<file path="src/rtl/seg_pkg.sv">
// Shared constants and helpers for the multiplexed seven-segment scan driver.
package seg_pkg;

  localparam int         NUM_DIGITS = 4;
  localparam logic [6:0] SEG_OFF    = 7'b1111111;
  localparam logic [3:0] ANODE_OFF  = 4'b1111;

  typedef logic [1:0] slot_t;

  // Active-low one-cold anode pattern for the given digit slot.
  function automatic logic [3:0] anode_sel(input slot_t idx);
    anode_sel = ~(4'b0001 << idx);
  endfunction

endpackage

</file>
<file path="src/rtl/seg_scan_driver_tick_gen.sv">
// Free-running modulo-DIV counter with a one-cycle pulse on terminal count.
// Dropping en clears the count so a re-enable always starts a full period.
module tick_gen #(
  parameter  int DIV = 8,
  localparam int W   = (DIV > 1) ? $clog2(DIV) : 1
) (
  input  logic         clk,
  input  logic         rst,
  input  logic         en,
  output logic [W-1:0] count,
  output logic         tick
);

  localparam logic [W-1:0] LAST = W'(DIV - 1);

  assign tick = en && (count == LAST);

  // Count 0..DIV-1 while enabled, hold at zero while disabled.
  always_ff @(posedge clk or negedge rst) begin
    if (!rst) begin
      count <= '0;
    end else if (!en) begin
      count <= '0;
    end else if (count == LAST) begin
      count <= '0;
    end else begin
      count <= count + W'(1);
    end
  end

endmodule

</file>
<file path="src/rtl/seg_scan_driver.sv">
// Four-digit multiplexed seven-segment scan driver with per-digit blinking
// and a blanking guard at the start of every digit slot.
module seg_scan_driver
  import seg_pkg::*;
#(
  parameter int SCAN_DIV   = 100000,
  parameter int GUARD      = 16,
  parameter int BLINK_HALF = 25000000
) (
  input  logic       clk,
  input  logic       rst,
  input  logic [6:0] dig0,
  input  logic [6:0] dig1,
  input  logic [6:0] dig2,
  input  logic [6:0] dig3,
  input  logic       blink_en,
  input  logic [3:0] blink_mask,
  output logic [3:0] anodes,
  output logic [6:0] segments,
  output logic [1:0] slot_idx
);

  localparam int SW = (SCAN_DIV > 1) ? $clog2(SCAN_DIV) : 1;
  localparam int BW = (BLINK_HALF > 1) ? $clog2(BLINK_HALF) : 1;

  logic [SW-1:0] slot_cnt;
  logic          slot_tick;
  logic [BW-1:0] blink_cnt_unused;
  logic          blink_tick;
  logic          blink_phase;
  logic          in_guard;
  logic [6:0]    dig_sel;
  logic [3:0]    anodes_p0;
  logic [6:0]    segments_p0;

  tick_gen #(.DIV(SCAN_DIV)) u_slot_tick (
    .clk   (clk),
    .rst   (rst),
    .en    (1'b1),
    .count (slot_cnt),
    .tick  (slot_tick)
  );

  tick_gen #(.DIV(BLINK_HALF)) u_blink_tick (
    .clk   (clk),
    .rst   (rst),
    .en    (blink_en),
    .count (blink_cnt_unused),
    .tick  (blink_tick)
  );

  // Guard window covers the first GUARD counts of each slot; none when GUARD is 0.
  if (GUARD == 0) begin : g_no_guard
    assign in_guard = 1'b0;
  end else begin : g_guard
    localparam logic [SW-1:0] GUARD_V = SW'(GUARD);
    assign in_guard = (slot_cnt < GUARD_V);
  end

  // Advance to the next digit each time the slot counter wraps.
  always_ff @(posedge clk or negedge rst) begin
    if (!rst) begin
      slot_idx <= '0;
    end else if (slot_tick) begin
      slot_idx <= slot_idx + 2'd1;
    end
  end

  // Blink phase toggles per half-period and is forced visible while disabled.
  always_ff @(posedge clk or negedge rst) begin
    if (!rst) begin
      blink_phase <= 1'b0;
    end else if (!blink_en) begin
      blink_phase <= 1'b0;
    end else if (blink_tick) begin
      blink_phase <= ~blink_phase;
    end
  end

  // Pick the live digit pattern for the current slot (no per-slot latching).
  always_comb begin
    dig_sel = SEG_OFF;
    case (slot_idx)
      2'd0:    dig_sel = dig0;
      2'd1:    dig_sel = dig1;
      2'd2:    dig_sel = dig2;
      default: dig_sel = dig3;
    endcase
  end

  // p0: next anode/segment drive from slot state, blink state and digit inputs.
  always_comb begin
    anodes_p0   = ANODE_OFF;
    segments_p0 = SEG_OFF;
    if (!in_guard) begin
      anodes_p0 = anode_sel(slot_idx);
      if (!(blink_en && blink_phase && blink_mask[slot_idx])) begin
        segments_p0 = dig_sel;
      end
    end
  end

  // p1: registered pad drive; reset blanks the display without a clock edge.
  always_ff @(posedge clk or negedge rst) begin
    if (!rst) begin
      anodes   <= ANODE_OFF;
      segments <= SEG_OFF;
    end else begin
      anodes   <= anodes_p0;
      segments <= segments_p0;
    end
  end

endmodule

</file>
<file path="config.mk">
export PLATFORM = sky130hd
export DESIGN_NAME = seg_scan_driver
export DESIGN_NICKNAME = d
export VERILOG_FILES = /design/src/rtl/seg_pkg.sv /design/src/rtl/seg_scan_driver_tick_gen.sv /design/src/rtl/seg_scan_driver.sv
export SDC_FILE = /design/constraint.sdc
export NUM_CORES = 1
export LEC_CHECK = 0
export CORE_MARGIN = 1.5
export CORE_UTILIZATION = 45
export DETAILED_ROUTE_END_ITERATION = 12
export PLACE_DENSITY = 0.71
export REMOVE_ABC_BUFFERS = 1
export SYNTH_ARGS = -nofsm -noshare
export SYNTH_HDL_FRONTEND = slang
export SYNTH_SLANG_ARGS = --single-unit
</file>
<file path="constraint.sdc">
create_clock -name clk -period 2.1 [get_ports clk]
set_input_delay 0.525 -clock clk [delete_from_list [all_inputs] [get_ports clk]]
set_output_delay 0.525 -clock clk [all_outputs]
set_load 0.01 [all_outputs]
</file>
# After elaboration in Yosys (flattened, before gate mapping)

Index checks and enable logic that the tools add are counted.

$add $sub $neg: 3
Magnitude comparators: 2
Equal/unequal tests: 5
Shifts and indexed selects: 1
Multiplexer cells: 11
Bitwise operators: 2
Reduce and logical (&&, ||, !) cells: 4

Operators by type and width:

| operator                                                               | number |
|---|---|
| 25-bit two-way mux                                                     | 2 |
| 25-bit by 1-bit adder with 25-bit output (second input constant)       | 1 |
| 25-bit == test (second input constant)                                 | 1 |
| 7-bit one-hot mux with 3 select lines                                  | 1 |
| 17-bit by 1-bit adder with 17-bit output (second input constant)       | 1 |
| 17-bit == test (second input constant)                                 | 1 |
| 17-bit by 5-bit < comparator with 1-bit output (second input constant) | 1 |
| 17-bit two-way mux                                                     | 1 |
| 7-bit two-way mux                                                      | 2 |
| 4-bit two-way mux                                                      | 1 |
| 4-bit NOT                                                              | 1 |
| 1-bit by 2-bit << shifter with 4-bit output (first input constant)     | 1 |
| 1-bit logical AND                                                      | 3 |
| 2-bit by 3-bit < comparator with 1-bit output (second input constant)  | 1 |
| 1-bit two-way mux                                                      | 3 |
| 2-bit by 1-bit adder with 2-bit output (second input constant)         | 1 |
| 1-bit binary-select mux with 2-bit select                              | 1 |
| 2-bit by 1-bit == test with 1-bit output (second input constant)       | 1 |
| 2-bit == test (second input constant)                                  | 1 |
| 2-bit logical NOT                                                      | 1 |
| 2-bit by 1-bit != test with 1-bit output (second input constant)       | 1 |
| 1-bit NOT                                                              | 1 |

Flip-flop bits (word level): 56
Bits of input ports: 35
Output and inout port bits: 13
Word-level logic and storage cells: 34

# Depth between registers and ports, before layout

Depth in word-level cells: 5
Gate-level depth with buffers: 7
Depth with buffers taken out: 6

# Hierarchy

Synthesis repeated with hierarchy kept, for this count alone.

Cells, all modules: 298
Area total of the unflattened synthesis: 2990.4 sq um

Modules (own cells, without submodules):

| module                  | times used | cells an instance | area each (sq um) | seq. area each (sq um) |
|---|---|---|---|---|
| tick_gen (u_blink_tick) | 1          | 137               | 1308.8            | 625.6 |
| tick_gen (u_slot_tick)  | 1          | 87                | 892.1             | 425.4 |
| seg_scan_driver         | 1          | 74                | 789.5             | 364.1 |

# Least setup slack after synthesis

No wires, ideal clock.

Kind: reg2reg
From: register u_slot_tick.count[11]
To: register slot_idx[1]
Library setup time: 0.125 ns
Arrival time: 1.795 ns
Required time: 1.975 ns
Path slack: 0.180 ns
Stages on the path, launching flop included: 4
Buffers on the path: 0
Clock period less this slack: 1.920 ns
Cell sequence: dfrtp_1 -> or4_4 -> or4_4 -> mux2_4

Cells in the longest elaborated chain, start to end: 1

Ends and longest elaborated chain:

| element                  | RTL line                       | RTL |
|---|---|---|
| start: declaration       | seg_scan_driver_tick_gen.sv:10 | `output logic [W-1:0] count,` |
| start signal: assignment | seg_scan_driver_tick_gen.sv:27 | `count <= count + W'(1);` |
| 17-bit == test           | seg_scan_driver_tick_gen.sv:16 | `assign tick = en && (count == LAST);` |
| end signal: assignment   | seg_scan_driver.sv:65          | `slot_idx <= slot_idx + 2'd1;` |
| end: declaration         | seg_scan_driver.sv:20          | `output logic [1:0] slot_idx` |

No other way between the ends.
A chain may end at the register's enable or synchronous reset.

# Worst setup path in the final report

Ends and elaborated chain as after synthesis.

==> reports/metrics.csv <==
stage,metric,value,unit
run_status,status,"finished, final reports clean",
timing,final-max-slew-violation-count,0,
place,gp_congestion,0.8346,
yosys,synth_enable_flop_cells,0,
clock_network,clock_sinks,56,
timing,max_frequency,0.5001,GHz
yosys,syn_avg_cell_area,10.38,um^2
timing,slew_headroom,60.40,%
die,floorplan.io_pins,48,
grt,groute.usage.overall,19.30,%
worst_setup_path,worst_ep_arrival_time,2.19,ns
timing,report.final.setup_viol,0,
detailed_routing,postRouteAntennaNets,0,
yosys,synth_area_leader_cell,sky130_fd_sc_hd__dfrtp_1,
power_and_ir_drop,p_leak,1.432,nW
layout,final_design_area_no_fill,3538,um^2
layout,layout-drive-gt1-share,12.42,%
detailed_routing,dr_total_vias,2214,
clock_network,root_buffer,sky130_fd_sc_hd__clkbuf_8,
layout,flow.area_growth_from_synthesis,23.98,%
yosys,postSynthRegisterBits,56,
place,buffer_ports.inserted,47,
detailed_routing,viasPerCell,5.467,
worst_setup_path,ff2ff_setup_slack,0.10,ns
yosys,netlist_top_cells_count,"sky130_fd_sc_hd__dfrtp_1, sky130_fd_sc_hd__nand2_1, sky130_fd_sc_hd__nor2_1",
die,core_region_area,6026,um^2
worst_setup_path,element_type_at_the_critical_path_end,flip-flop,
place,dpl_cell_area,3461,um^2
worst_setup_path,setup.worst_path.class,flip-flop to flip-flop,
detailed_routing,wl_per_cell,14.82,um
worst_setup_path,timing.critical_path.from,u_slot_tick.count[11]$_DFF_PN0_,
run,maxCapViolations,0,
grt,antenna_violations_before_repair,0,
die,horizontal_die_dimension,82.64,um
yosys,syn_inst,275,
worst_setup_path,r2r-start,u_slot_tick.count[11]$_DFF_PN0_,
yosys,yosys_warnings,0,
yosys,yosys-top-cells-area,"sky130_fd_sc_hd__dfrtp_1, sky130_fd_sc_hd__dfstp_2, sky130_fd_sc_hd__xnor2_1",
grt,first_pass_grt_wire_length,9936,um
power_and_ir_drop,cellPowerDensity,509.6,nW/um^2
clock_network,ctsResizeCount,0,
clock_network,clock_tree.buffer_depth,2,
yosys,synthArstFlopShare,100.0,%
yosys,synth_ff_type,sky130_fd_sc_hd__dfrtp_1,
worst_setup_path,setup.worst_path.start_class,flip-flop,
clock_network,cts-htree-levels,2,
timing,finalClockSkew,0.007018,ns
die,die_h,82.64,um
clock_network,numCtsBuffers,5,
die,floorplan.rows,28,
timing,grt_setup_unrepaired,no,
yosys,yosysMostFrequentCell,sky130_fd_sc_hd__dfrtp_1,
clock_network,holdBufCountCts,0,
timing,timing_worst_slew_pin_value,0.5885,ns
power_and_ir_drop,ir_worst_vdd,0.3668,mV
detailed_routing,remaining_drc_errors,0,
detailed_routing,drt_pass1_iterations,4,
worst_setup_path,timing.critical_path.fanout_max,5,
timing,min_period,2.000,ns
yosys,synth_largest_type_area_fraction,39.46,%
clock_network,clock_latency,0.30,ns
yosys,ys_seq_area_share,49.58,%
clock_network,path_clk_slew,0.10,ns
yosys,post_synth_num_cell_types,41,
worst_hold_path,min-delay-path-class,primary input to asynchronous set/reset pin,
worst_setup_path,required_time_reported_for_the_critical_path_endpoint,2.29,ns
place,dp_hpwl,4322,um
grt,grt_start_max_net_pins,57,
detailed_routing,detail_route.iter0.violations,139,
die,dieArea,6829,um^2
grt,first_global_vias,2070,
clock_network,cts_tree,yes,
clock_network,post_cts_buffers,0,
die,initial_utilization,47.36,%
timing,fin_hold_ws,0.2080,ns
layout,insertedDiodeCount,0,
layout,nNetsFinal,372,
timing,min_period_over_period,95.22,%
timing,setup_total_negative_slack,0,ns
timing,hold_viol,0,
yosys,synth_area,2854,um^2
detailed_routing,totalWireLength,6002,um
grt,grt-ovfl-total,0,
[final timing paths]
check,end,cells past startpoint
max,slot_idx[1]$_DFFE_PN0N_,3
min,u_blink_tick.count[10]$_DFF_PN0_,2
max reg2reg,slot_idx[1]$_DFFE_PN0N_,3
min reg2reg,u_blink_tick.count[0]$_DFF_PN0_,1
max in group asynchronous,segments[4]$_DFF_PN1_,2
min in group clk,u_blink_tick.count[0]$_DFF_PN0_,1
[power by group]
group          switching, mW  internal, mW
clock                  0.330         0.228
combinational         0.0548        0.0896
sequential           0.00618          1.09
total                  0.391          1.41
[placed cells by master, fill, tap and decap left out, types with 7 or more instances in the layout]
master                            synthesis  final
sky130_fd_sc_hd__nor4_1                   7      7
sky130_fd_sc_hd__xnor2_1                 21     21
sky130_fd_sc_hd__xor2_1                   7      7
sky130_fd_sc_hd__o31ai_1                  8      7
sky130_fd_sc_hd__ha_1                     7      7
sky130_fd_sc_hd__nand3_1                 12     12
sky130_fd_sc_hd__dfstp_2                 11     11
sky130_fd_sc_hd__dfrtp_1                 45     45
sky130_fd_sc_hd__nor2_1                  25     25
sky130_fd_sc_hd__a21oi_1                  8      8
sky130_fd_sc_hd__buf_4                    0      9
sky130_fd_sc_hd__nor3_1                   8      8
sky130_fd_sc_hd__clkdlybuf4s50_1          0     46
sky130_fd_sc_hd__inv_1                    8      8
sky130_fd_sc_hd__nand2_1                 28     28
sky130_fd_sc_hd__a222oi_1                 7      7
sky130_fd_sc_hd__nand4_1                 10     10
[layout make-up]
type                    count  area (um^2)
multi-input cells         202         1369
inverters                   8        30.03
flip-flops and latches     56         1415
clock buffers               6        72.57
repair buffers             57        553.0
clock inverters             1        5.005
well taps                  75        93.84
fillers                   535         2487
[through the flow]
stage / std cells / utilization, % / power, mW / setup WS (ns)
3_5_place_dp: 398 / 57.43 / 1.268 / 0.1274
2_1_floorplan: 266 / - / 1.155 / -0.5782
4_1_cts: 405 / 58.72 / 1.822 / 0.1055
5_1_grt: 405 / 58.72 / 1.872 / 0.02149
3_3_place_gp: 398 / 57.43 / 1.267 / 0.1522
6_report: 405 / 58.72 / 1.803 / 0.1004
[state kept, by name, summed over array words and instances (netlist names)]
register,count
slot_idx,2
anodes,4
blink_phase,1
u_blink_tick.count,25
segments,7
u_slot_tick.count,17
[cells by family (layout without fill, tap and decap cells)]
family / after synthesis / count (layout) / share of synthesized area, %
AND/OR/NAND/NOR: 127 / 127 / 25.03
flip-flops: 56 / 56 / 49.58
AO/OA/AOI/OAI: 37 / 37 / 9.426
XOR/XNOR: 28 / 28 / 8.593
buffers and inverters: 17 / 72 / 2.630
adder cells (fa/ha/maj): 7 / 7 / 3.069
multiplexers: 3 / 3 / 1.666
[routing by layer]
| metal | up-vias | track usage (%) | wire, um |
|---|---|---|---|
| li1 | 1103 | - | - |
| met1 | 1064 | 28.79 | 3081 |
| met2 | 37 | 28.05 | 2654 |
| met3 | 10 | 4.176 | 188 |
| met4 | 0 | 5.500 | 76 |
| met5 | - | 0 | 0 |
[critical path: stages, from the launching register on]
cell and delay [ns]:
sky130_fd_sc_hd__dfrtp_1 0.43, sky130_fd_sc_hd__or4_4 0.56, sky130_fd_sc_hd__or4_4 0.57, sky130_fd_sc_hd__mux2_4 0.32
Power figures use the tool's default switching activity.
